[src/rtl/led_matrix_pkg.sv]
// Shared types and constants for the 8x8 LED matrix scan controller.
package led_matrix_pkg;

    localparam int unsigned N_ROWS = 8;
    localparam int unsigned N_COLS = 8;

    typedef logic [2:0]        row_idx_t;
    typedef logic [N_COLS-1:0] col_pattern_t;

    typedef enum logic [1:0] {
        IDLE,
        BLANK,
        DRIVE
    } scan_state_t;

    // One-hot row drive for the given row index.
    function automatic logic [N_ROWS-1:0] row_onehot(input row_idx_t idx);
        row_onehot = N_ROWS'(1) << idx;
    endfunction

endpackage

[src/rtl/led_matrix_frame_buffer.sv]
// Double-buffered 8x8 frame store: writes land in the back bank, the scan reads the display bank.
module led_matrix_frame_buffer
    import led_matrix_pkg::*;
(
    input  logic         clk,
    input  logic         reset,
    input  logic         wr_en,
    input  row_idx_t     wr_row,
    input  col_pattern_t wr_data,
    input  logic         swap,
    input  row_idx_t     rd_row,
    output col_pattern_t rd_data_c
);

    col_pattern_t bank [2][N_ROWS];
    logic         disp_sel;
    logic         back_sel;

    assign back_sel = ~disp_sel;

    always_ff @(posedge clk) begin
        if (reset) begin
            disp_sel <= 1'b0;
            bank[0]  <= '{default: '0};
            bank[1]  <= '{default: '0};
        end else begin
            if (wr_en) begin
                bank[back_sel][wr_row] <= wr_data;
            end
            if (swap) begin
                disp_sel <= ~disp_sel;
            end
        end
    end

    assign rd_data_c = bank[disp_sel][rd_row];

endmodule

[src/rtl/led_matrix_scan_controller.sv]
// Row-multiplexed scan sequencer for the 8x8 LED matrix with blanking between rows.
// Optional PWM brightness control is enabled with `define LED_MATRIX_PWM_EN.
module led_matrix_scan_controller
    import led_matrix_pkg::*;
#(
    parameter int unsigned DWELL_CYCLES = 12500,
    parameter int unsigned BLANK_CYCLES = 64
) (
    input  logic       clk,
    input  logic       reset,
    input  logic       enable,
    input  logic       wr_valid,
    output logic       wr_ready,
    input  logic [2:0] wr_row,
    input  logic [7:0] wr_data,
    input  logic       swap_req,
    output logic       swap_pending,
    output logic       frame_start,
    output logic [7:0] rows,
    output logic [7:0] cols
`ifdef LED_MATRIX_PWM_EN
    ,
    input  logic [3:0] brightness
`endif
);

    localparam int unsigned MAX_CYCLES = (DWELL_CYCLES > BLANK_CYCLES) ? DWELL_CYCLES : BLANK_CYCLES;
    localparam int unsigned CNT_W      = $clog2(MAX_CYCLES + 1);
    localparam logic [CNT_W-1:0] DWELL_LAST = CNT_W'(DWELL_CYCLES - 1);
    localparam logic [CNT_W-1:0] BLANK_LAST = CNT_W'(BLANK_CYCLES - 1);
    localparam row_idx_t         LAST_ROW   = 3'(N_ROWS - 1);

    if (DWELL_CYCLES < 1 || BLANK_CYCLES < 1) begin : g_bad_params
        $error("led_matrix_scan_controller: DWELL_CYCLES and BLANK_CYCLES must be >= 1");
    end

    scan_state_t      state;
    row_idx_t         row_idx;
    logic [CNT_W-1:0] cnt;
    col_pattern_t     rd_data_c;
    logic             blank_done_c;
    logic             dwell_done_c;
    logic             frame_end_c;
    logic             wr_en_c;
    logic             swap_now_c;
    logic             pending_next_c;

    assign blank_done_c = (state == BLANK) && (cnt == BLANK_LAST);
    assign dwell_done_c = (state == DRIVE) && (cnt == DWELL_LAST);
    assign frame_end_c  = dwell_done_c && (row_idx == LAST_ROW);
    assign wr_en_c      = wr_valid && wr_ready;

    // A pending swap lands at the frame boundary, or straight away while idle.
    assign swap_now_c     = swap_pending && ((state == IDLE) || frame_end_c);
    assign pending_next_c = swap_now_c ? 1'b0 : (swap_pending | swap_req);

    led_matrix_frame_buffer u_frame_buffer (
        .clk       (clk),
        .reset     (reset),
        .wr_en     (wr_en_c),
        .wr_row    (wr_row),
        .wr_data   (wr_data),
        .swap      (swap_now_c),
        .rd_row    (row_idx),
        .rd_data_c (rd_data_c)
    );

`ifdef LED_MATRIX_PWM_EN
    col_pattern_t pat_q;
    logic [31:0]  thr_q;
    logic [31:0]  thr_new_c;

    assign thr_new_c = ((32'(brightness) + 32'd1) * DWELL_CYCLES) >> 4;
`endif

    always_ff @(posedge clk) begin
        if (reset) begin
            state        <= IDLE;
            row_idx      <= '0;
            cnt          <= '0;
            rows         <= '0;
            cols         <= '0;
            frame_start  <= 1'b0;
            swap_pending <= 1'b0;
            wr_ready     <= 1'b1;
`ifdef LED_MATRIX_PWM_EN
            pat_q        <= '0;
            thr_q        <= '0;
`endif
        end else begin
            frame_start  <= 1'b0;
            swap_pending <= pending_next_c;
            wr_ready     <= ~pending_next_c;

            if (!enable) begin
                state   <= IDLE;
                row_idx <= '0;
                cnt     <= '0;
                rows    <= '0;
                cols    <= '0;
            end else begin
                case (state)
                    IDLE: begin
                        state       <= BLANK;
                        row_idx     <= '0;
                        cnt         <= '0;
                        frame_start <= 1'b1;
                        rows        <= '0;
                        cols        <= '0;
                    end
                    BLANK: begin
                        if (blank_done_c) begin
                            state <= DRIVE;
                            cnt   <= '0;
                            rows  <= row_onehot(row_idx);
`ifdef LED_MATRIX_PWM_EN
                            pat_q <= rd_data_c;
                            thr_q <= thr_new_c;
                            cols  <= (thr_new_c != 32'd0) ? rd_data_c : '0;
`else
                            cols  <= rd_data_c;
`endif
                        end else begin
                            cnt <= cnt + CNT_W'(1);
                        end
                    end
                    DRIVE: begin
                        if (dwell_done_c) begin
                            state       <= BLANK;
                            cnt         <= '0;
                            row_idx     <= row_idx + 3'(1);
                            rows        <= '0;
                            cols        <= '0;
                            frame_start <= frame_end_c;
                        end else begin
                            cnt <= cnt + CNT_W'(1);
`ifdef LED_MATRIX_PWM_EN
                            // Column drive for the next dwell cycle follows the sampled duty.
                            cols <= ((32'(cnt) + 32'd1) < thr_q) ? pat_q : '0;
`endif
                        end
                    end
                    default: begin
                        state <= IDLE;
                    end
                endcase
            end
        end
    end

endmodule

[config.mk]
export PLATFORM = sky130hd
export DESIGN_NAME = led_matrix_scan_controller
export DESIGN_NICKNAME = d
export VERILOG_FILES = /design/src/rtl/led_matrix_pkg.sv /design/src/rtl/led_matrix_frame_buffer.sv /design/src/rtl/led_matrix_scan_controller.sv
export SDC_FILE = /design/constraint.sdc
export NUM_CORES = 1
export LEC_CHECK = 0
export BUFFER_PORTS_ARGS = -buffer_cell sky130_fd_sc_hd__buf_2
export CAP_MARGIN = 20
export CELL_PAD_IN_SITES_DETAIL_PLACEMENT = 1
export CELL_PAD_IN_SITES_GLOBAL_PLACEMENT = 1
export CORE_ASPECT_RATIO = 1.5
export CORE_UTILIZATION = 46
export CTS_BUF_LIST = sky130_fd_sc_hd__clkbuf_16
export CTS_CLUSTER_DIAMETER = 40
export DETAILED_ROUTE_END_ITERATION = 7
export GPL_TIMING_DRIVEN = 0
export HOLD_SLACK_MARGIN = 0.06
export PLACE_DENSITY_LB_ADDON = 0.1
export REMOVE_ABC_BUFFERS = 1
export SYNTH_ARGS = -nofsm -noshare
export SYNTH_HDL_FRONTEND = slang
export SYNTH_SLANG_ARGS = --single-unit
[constraint.sdc]
create_clock -name clk -period 2.6 [get_ports clk]
set_clock_uncertainty 0.15 [all_clocks]
set_input_delay 0.78 -clock clk [delete_from_list [all_inputs] [get_ports clk]]
set_output_delay 0.78 -clock clk [all_outputs]
set_load 0.01 [all_outputs]
# Word level (Yosys, flattened, before mapping)
# Memory sizes are Yosys's and may differ from the RTL's. A register that Yosys moved wholly into a read port is not among the register bits.
# Index checks and enable logic that the tools add are counted.
# op_classes
n_div	0
n_shift	1
eq_ne	7
mul	0
magnitude_cmp	3
n_mux	31
n_reduce_logical	15
n_addsub	2
n_bitwise	6
# op_table
operator	n
$mux W64	3
$reduce_or A64 Y1	1
$mux W8	6
$pmux W8 S3	2
$pmux W14 S3	1
$mux W14	2
$bmux W8 S3	1
$demux W8 S3	1
$add A14 B1 Y14 const B	1
$eq A14 B14 Y1 const B	1
$eq A14 B6 Y1 const B	1
$mux W1	9
$ge A4 B4 Y1 const B	2
$not A3 Y4	2
$shl A1 B3 Y8 const A	1
$logic_and A1 B1 Y1	6
$pmux W2 S3	1
$pmux W3 S2	1
$lt A4 B1 Y1 const B	1
$mux W2	2
$ne A2 B2 Y1 const B	2
$reduce_and A2 Y1	2
$add A3 B1 Y3 const B	1
$eq A3 B3 Y1 const B	1
12 further kinds	14
# word_totals
inputBits	16
register_bits	39
ram_bits	128
rom_bits	0
latchBits	0
out_inout_bits	19
n_memories	1
# mem_list
memory	words	word_bits	read_ports	rd_clocked_by_memory_dff	wr	line_no	text
u_frame_buffer.bank	2	64	1	1	2	led_matrix_frame_buffer.sv:15	col_pattern_t bank [2][N_ROWS];

# Logic depth before layout (Yosys ltp)
# Gate-level depths: netlist of the first run.
# depth
ltp_word	8
depth_mapped	7
ltp_nobuf	6

# Cells and area by module
# From an unflattened synthesis of the first run, not the netlist that was laid out.
# unflattened
hier_cells	604
area_unflattened_um2	7803.7
# by_module_without_submodules
mod	area_each_um2	cells_each	n_inst
led_matrix_frame_buffer	5921.9	381	1
led_matrix_scan_controller	1881.8	223	1

# Worst setup path after synthesis of the first run
# Ideal clock, no wire load.
# synth_path
path_kind	register to register
start	reg cnt[0]
end	reg rows[3]
stages_incl_launch_ff	8
t_arrival_ns	2.255
setup_ns	0.128
n_path_buf	1
t_required_ns	2.322
path_slack_ns	0.068
synth_period_minus_slack_ns	2.532
cell_sequence	dfxtp_1 > ha_1 > or4bb_1 > o41a_4 > or3_1 > buf_2 > a22oi_1 > nor2_1
# synth_between
elab_chain_cells	4
elab_cells_between_ends	7
classes_between	4 x eq/ne; 3 x reduce/logical
# synth_lines
item	line_no	text
from (decl)	led_matrix_scan_controller.sv:39	logic [CNT_W-1:0] cnt;
from (signal assigned)	led_matrix_scan_controller.sv:124	cnt <= cnt + CNT_W'(1);
from (signal assigned)	led_matrix_scan_controller.sv:136	cnt <= cnt + CNT_W'(1);
$eq A14 B14 Y1 or $eq A14 B6 Y1 (tied branches)	led_matrix_scan_controller.sv:49, led_matrix_scan_controller.sv:48	
$logic_and A1 B1 Y1 (on tied branches)	led_matrix_scan_controller.sv:49, led_matrix_scan_controller.sv:48	
$ne A2 B2 Y1 (no source line)	--	
$reduce_and A3 Y1 (no source line) *	--	
to (signal assigned)	led_matrix_scan_controller.sv:115	rows <= row_onehot(row_idx);
to (decl)	led_matrix_scan_controller.sv:19	output logic [7:0] rows,
# Every way passes the cells marked *; elsewhere a longest branch is shown, timed or not.
# A chain may end at the register's enable or synchronous reset.

# Worst setup path in the final report of the first run
# layout_path
start	reg cnt[0]
end	reg rows[5]
# The elaborated chain is that of the path after synthesis.

==> results of run 1 <==
[final cells by class]
class                           instances  area (um2)  share of cell area
Sequential cell                       168        4650               0.526
Multi-Input combinational cell        398        3120               0.352
Timing Repair Buffer                   38         238              0.0268
Clock buffer                           17         425              0.0480
Clock inverter                         15         123              0.0138
Tap cell                              210         263              0.0297
Inverter                                9        37.5             0.00424
[per-stage QoR]
stage	power, W	util
final	0.00578	0.531
after global routing	0.00596	0.531
after CTS	0.00583	0.528
after detailed placement	0.00342	0.489
after global placement	0.00339	0.487
after floorplan	0.00326	-
[cell usage in the layout (no fill, tap or decap), types with 17 or more instances in the layout]
| master | instances |
|---|---|
| clkbuf_16 | 17 |
| mux4_2 | 32 |
| or2_2 | 18 |
| buf_2 | 34 |
| edfxtp_1 | 128 |
| nor2_1 | 26 |
| and2_1 | 131 |
| nand2_1 | 45 |
| a21oi_1 | 24 |
| dfxtp_1 | 36 |
[cell families after synthesis]
| group | share of synthesized area |
|---|---|
| buf+inv | 0.0205 |
| fa+ha+maj | 0.0192 |
| mux | 0.104 |
| simple gates | 0.209 |
| flops | 0.594 |
| xor+xnor | 0.00336 |
| compound gates | 0.0499 |
[metal layers]
metal	up-vias	track usage	wire length, um
li1	2253	-	-
met1	2416	0.251	7100
met2	80	0.440	10600
met3	25	0.0429	420
met4	0	0.0971	494
met5	-	0	0
[what timing repair did]
item | CTS | global route
gates cloned | 0 | 0
buffers inserted | 1 | 1
hold buffers | 0 | 0
setup endpoints to repair | 50 | 32
gates resized for setup | 18 | 9
pin swaps | 3 | 1
[critical path, cell delays in order (launching register included)]
cell	delay, ns
dfxtp_4	0.38
ha_4	0.15
or4bb_4	0.50
o41a_4	0.50
nor3_4	0.33
buf_4	0.18
nand4_1	0.10
a21oi_1	0.18
[synth_stat cells, types with 8 or more instances]
cell type	instances
a21oi_1	24
a22o_1	8
and2_1	132
and3_1	10
clkbuf_1	23
dfxtp_1	40
edfxtp_1	128
ha_1	12
inv_1	8
mux2i_1	9
mux4_2	32
nand2_1	45
nand3_1	13
nor2_1	27
nor3_1	8
or2_2	18
or3_1	8
[power by group through the flow]
stage,logic [W],registers (W),clock network (W)
finish,0.000370,0.00300,0.00240
global route,0.000400,0.00301,0.00255
CTS,0.000375,0.00301,0.00245
detailed placement,0.000360,0.00306,0
global placement,0.000317,0.00308,0
floorplan,0.000197,0.00306,0
[sequential cells by signal (all words and copies together) (netlist names), named ones only]
name                     count
u_frame_buffer.disp_sel      1
rows                         8
wr_ready                     1
u_frame_buffer.bank        128
state                        2
row_idx                      3
swap_pending                 1
cnt                         14
cols                         8
frame_start                  1
[final timing paths]
path	from	end	slack, ns	depth (start not counted)
max reg2reg	cnt[0]	rows[5]	0.05	7
min reg2reg	rows[6]	rows[6]	0.30	2
max	cnt[0]	rows[5]	0.05	7
min	rows[6]	rows[6]	0.30	2
==> metrics.cfg, run 1 <==
[run_status]
status=complete, no violations

[place]
pre_cts_slack_ns=-0.635
dp.cells=821
gp_congestion=0.754
portBuffers=34
place_area_mm2=0.00817
dpl.hpwl_um=13400

[floorplanning]
die_area_mm2=0.0175
fp-row-count=58
coreArea_mm2=0.0167
dieWidth_um=108
initial_utilization=0.468
die_h_um=162
io_pins=35

[timing]
tightestPinTransition_ns=0.882
final_max_slew_viol_count=0
fmax_mhz=392
period_minus_slack_ns=2.55
setup_ws_ns=0.0491
final.setup.tns_ns=0
setup_viol=0
rsz0062_at_grt=true
hold_slack_ns=0.303
fin_crit_sh=0.981
maxSlewHeadroom=0.411
hold_viol=0

[setup_path]
cp_max_fo=6
critPathKind=reg -> reg
cp.required_ns=2.81
start_kind=register
endpoint_kind=register
arrival_ns=2.76

[cells_and_area]
finalNonFillerCells=855
drive_gt1_frac=0.219
antenna_cells=0
syn2layout_area_growth_pct=13.3
final_cell_area_mm2=0.00886
fillCellCount=1680
finalNetCount=660

[clocking]
clockBufferDepth=2
clk_pin_slew_ns=0.06
cts-root-buf=clkbuf_16
cts_inserted_buffers=17
worst_skew_pair.late_latency_ns=0.43
cts_htree_levels=4
cts.sinks=168
cts_tree=built

[detailed_routing]
via_per_inst=5.58
post_drt_wl_per_cell_um=21.7
ant_nets=0
firstDrtPassIters=4
post-route-drc-count=0
drt_iter0_markers=246
drt_wl_total_um=18600
dr_total_vias=4774

[grt]
grt_max_degree=36
grt-ovfl-total=0
grt_first_pass_wirelength_um=29400
antenna_found_initial=0
first_global_vias=5173
grt.total_usage=0.234

[power]
p_per_area_mw_per_mm2=652
power.leakage_nw=3.25
irDropWorstVdd_v=0.000349
p_sw_w=0.00128
clkPwrFrac=0.416
swShare=0.221
intPower_w=0.00450
seqPwrFrac=0.520
power_frac_comb=0.064

[synth]
netlist_area_mm2=0.00782
yosysTopAreaCell=edfxtp_1
async_flop_share=0
synth_top_area_share=0.492
yosysSeqAreaShare=0.594
ys.flop_type=edfxtp_1
synth-warning-count=0
ys_seq_elements=168
synth_edf_count=128
synth_cell_types=49
avgSynthCellArea_um2=12.9
synth_area_leaders=edfxtp_1 (49%), and2_1 (11%), dfxtp_1 (10%)
netlist_instances=606

[job]
max_cap_violations=0

[hold_path]
hp-class=reg -> reg

Power figures use the tool's default switching activity.
==> inputs of run 2 (changes only) <==
- ABC_AREA: unset -> 1
- CORE_UTILIZATION: 46 -> 43
==> run 2 against run 1 <==
Critical path depth shrank 1. Core utilization fell by 3.1 points. Die area grew 9.3%. Worst hold slack improved by 0.0064 ns. Final area increased by 2.0%. Sequential power about the same. Flip-flop and latch count unchanged. Non-clock buffer count is 2 lower. Critical endpoint is now u_frame_buffer.bank[1][16].
==> metrics.cfg, run 2 <==
[place]
place_area_mm2=0.00831  ; +1.8%
dpl.hpwl_um=14900  ; +12%
dp.cells=1166  ; +42%
portBuffers=34  ; unchanged
gp_congestion=0.863  ; +14%

[timing]
setup_viol=0  ; unchanged
fin_crit_sh=0.958  ; -0.0233
rsz0062_at_grt=false
maxSlewHeadroom=0.384  ; -0.0266
hold_viol=0  ; unchanged
period_minus_slack_ns=2.49  ; -0.0606 ns
final_max_slew_viol_count=0  ; unchanged
tightestPinTransition_ns=0.922  ; +0.0404 ns
final.setup.tns_ns=0  ; unchanged
fmax_mhz=402  ; +2.4%

[power]
power.leakage_nw=3.61  ; +11%
swShare=0.240  ; +0.0189
irDropWorstVdd_v=0.000434  ; +24%
clkPwrFrac=0.418  ; +0.002
power_frac_comb=0.068  ; +0.004
p_sw_w=0.00141  ; +10%
intPower_w=0.00446  ; -0.85%
p_per_area_mw_per_mm2=650  ; -0.35%
seqPwrFrac=0.514  ; -0.006

[detailed_routing]
via_per_inst=5.25  ; -6.0%
post-route-drc-count=0  ; unchanged
drt_iter0_markers=315  ; +28%
firstDrtPassIters=4  ; unchanged
drt_wl_total_um=22200  ; +20%
post_drt_wl_per_cell_um=18.5  ; -15%
dr_total_vias=6288  ; +32%
ant_nets=0  ; unchanged

[grt]
first_global_vias=6663  ; +29%
grt-ovfl-total=0  ; unchanged
antenna_found_initial=0  ; unchanged
grt_first_pass_wirelength_um=34800  ; +18%
grt.total_usage=0.244  ; +0.0101
grt_max_degree=57  ; +58%

[cells_and_area]
fillCellCount=2121  ; +26%
layout_common_cells=nand2_1 (209), nor2_1 (198), edfxtp_1 (128), nand3_1 (80), inv_1 (68)
antenna_cells=0  ; unchanged
finalNetCount=966  ; +46%
final_common_cell=nand2_1
largest_register_ffs=128  ; unchanged
syn2layout_area_growth_pct=12.9
top_register=u_frame_buffer.bank
post-route-util=0.499  ; -0.0315
drive_gt1_frac=0.131  ; -0.0881
multi_input_area_mm2=0.00301  ; -3.3%
final_cell_area_mm2=0.00903  ; +2.0%
reg.largest.list=u_frame_buffer.bank x128, cnt x14
seqCellArea_mm2=0.00465  ; -0.11%
finalNonFillerCells=1198  ; +40%

[floorplanning]
io_pins=35  ; unchanged
initial_utilization=0.442  ; -0.0263
dieWidth_um=113  ; +4.5%
die_area_mm2=0.0192  ; +9.3%
fp-row-count=60  ; +3.4%
coreArea_mm2=0.0181  ; +8.4%
die_h_um=169  ; +4.6%

[clocking]
cts.sinks=168  ; unchanged
cts-root-buf=clkbuf_16
cts_htree_levels=4  ; unchanged
clockBufferDepth=2  ; unchanged
clk_pin_slew_ns=0.06  ; about the same
cts_inserted_buffers=17  ; unchanged
worst_skew_pair.late_latency_ns=0.43  ; about the same
cts_tree=built

[synth]
post-synth-top-count-cell=nand2_1
synth-warning-count=0  ; unchanged
yosysSeqAreaShare=0.581  ; -0.0134
yosysTopAreaCell=edfxtp_1
netlist_instances=927  ; +53%
synth_top_area_share=0.481  ; -0.0111
synth_common_cells=nand2_1 (226), nor2_1 (200), edfxtp_1 (128)
ys.flop_type=edfxtp_1
synth_area_leaders=edfxtp_1 (48%), nand2_1 (11%), dfxtp_1 (10%)
synth_edf_count=128  ; unchanged
netlist_area_mm2=0.00800  ; +2.3%
avgSynthCellArea_um2=8.63  ; -33%
ys_seq_elements=168  ; unchanged
async_flop_share=0  ; unchanged
synth_cell_types=31  ; -37%

[setup_path]
critPathKind=in -> reg
cp_max_fo=10  ; +4
cp.required_ns=2.56  ; -0.25 ns
arrival_ns=2.45  ; -0.31 ns
r2r_slack_ns=0.13  ; +0.08 ns
endpoint_kind=register
start_kind=primary input

[run_status]
status=complete, no violations

[job]
max_cap_violations=0  ; unchanged

[hold_path]
hp-class=reg -> reg

[run 2: changes by cell type after synthesis, sizes merged, moves of 10 or more]
cell,before,now
nand2,45,231
nand3,13,98
a21oi,24,39
and2,132,0
or2,18,4
o21ai,5,32
nor2,27,203
and3,10,0
mux4,32,0
buf,8,19
inv,8,70
[run 2: final cells by class]
class                           instances  area share
Sequential cell                       168       0.515
Multi-Input combinational cell        642       0.334
Clock buffer                           17      0.0471
Tap cell                              248      0.0344
Inverter                               72      0.0309
Timing Repair Buffer                   36      0.0233
Clock inverter                         14      0.0152
Timing Repair inverter                  1    0.000554
[run 2: critical path: stages]
cell        delay, ns
buf_2            0.14
clkinvlp_4       0.30
nand3_1          0.27
nor2_4           0.34
nand3_2          0.30
nand2_2          0.30
[run 2: path summary, 6_finish.rpt]
check	start	to	cells after the start
max	reset	u_frame_buffer.bank[1][16]	6
min	cols[1]	cols[1]	2
max reg2reg	row_idx[1]	cols[3]	6
min reg2reg	cols[1]	cols[1]	2
[run 2: cell families after synthesis]
| group | after synthesis | share of synthesized area |
|---|---|---|
| fa+ha+maj | 12 | 0.0188 |
| buf+inv | 117 | 0.0599 |
| flops | 168 | 0.581 |
| simple gates | 550 | 0.287 |
| compound gates | 80 | 0.0534 |
[run 2: power groups by stage]
stage	Sequential, W	Combinational [W]	Clock, W
after floorplan	0.00307	0.000230	0
after global placement	0.00308	0.000353	0
after detailed placement	0.00308	0.000383	0
after CTS	0.00302	0.000390	0.00247
after global routing	0.00303	0.000448	0.00258
final	0.00302	0.000401	0.00245
[run 2: layer usage]
metal | vias up | share of wire | GRT usage | wire (um)
li1 | 3051 | - | - | -
met1 | 3091 | 0.40 | 0.269 | 8820
met2 | 108 | 0.54 | 0.463 | 12100
met3 | 38 | 0.028 | 0.0401 | 629
met4 | 0 | 0.029 | 0.0967 | 654
met5 | - | 0 | 0 | 0
[run 2: through the flow]
stage                     hold WS [ns]  setup slack (ns)  total power (W)
final                            0.309             0.110          0.00587
after global routing             0.335           0.00367          0.00606
after CTS                        0.314            -0.139          0.00588
after detailed placement         0.304             -1.14          0.00346
after global placement           0.301             -1.99          0.00343
after floorplan                  0.303            -0.399          0.00330
[run 2: what timing repair did]
action / in CTS / in global routing
hold endpoints to repair: 0 / 0
setup endpoints to repair: 278 / 137
resized for setup: 10 / 33
hold buffers: 0 / 0
buffers inserted: 0 / 0
cloned: 0 / 1
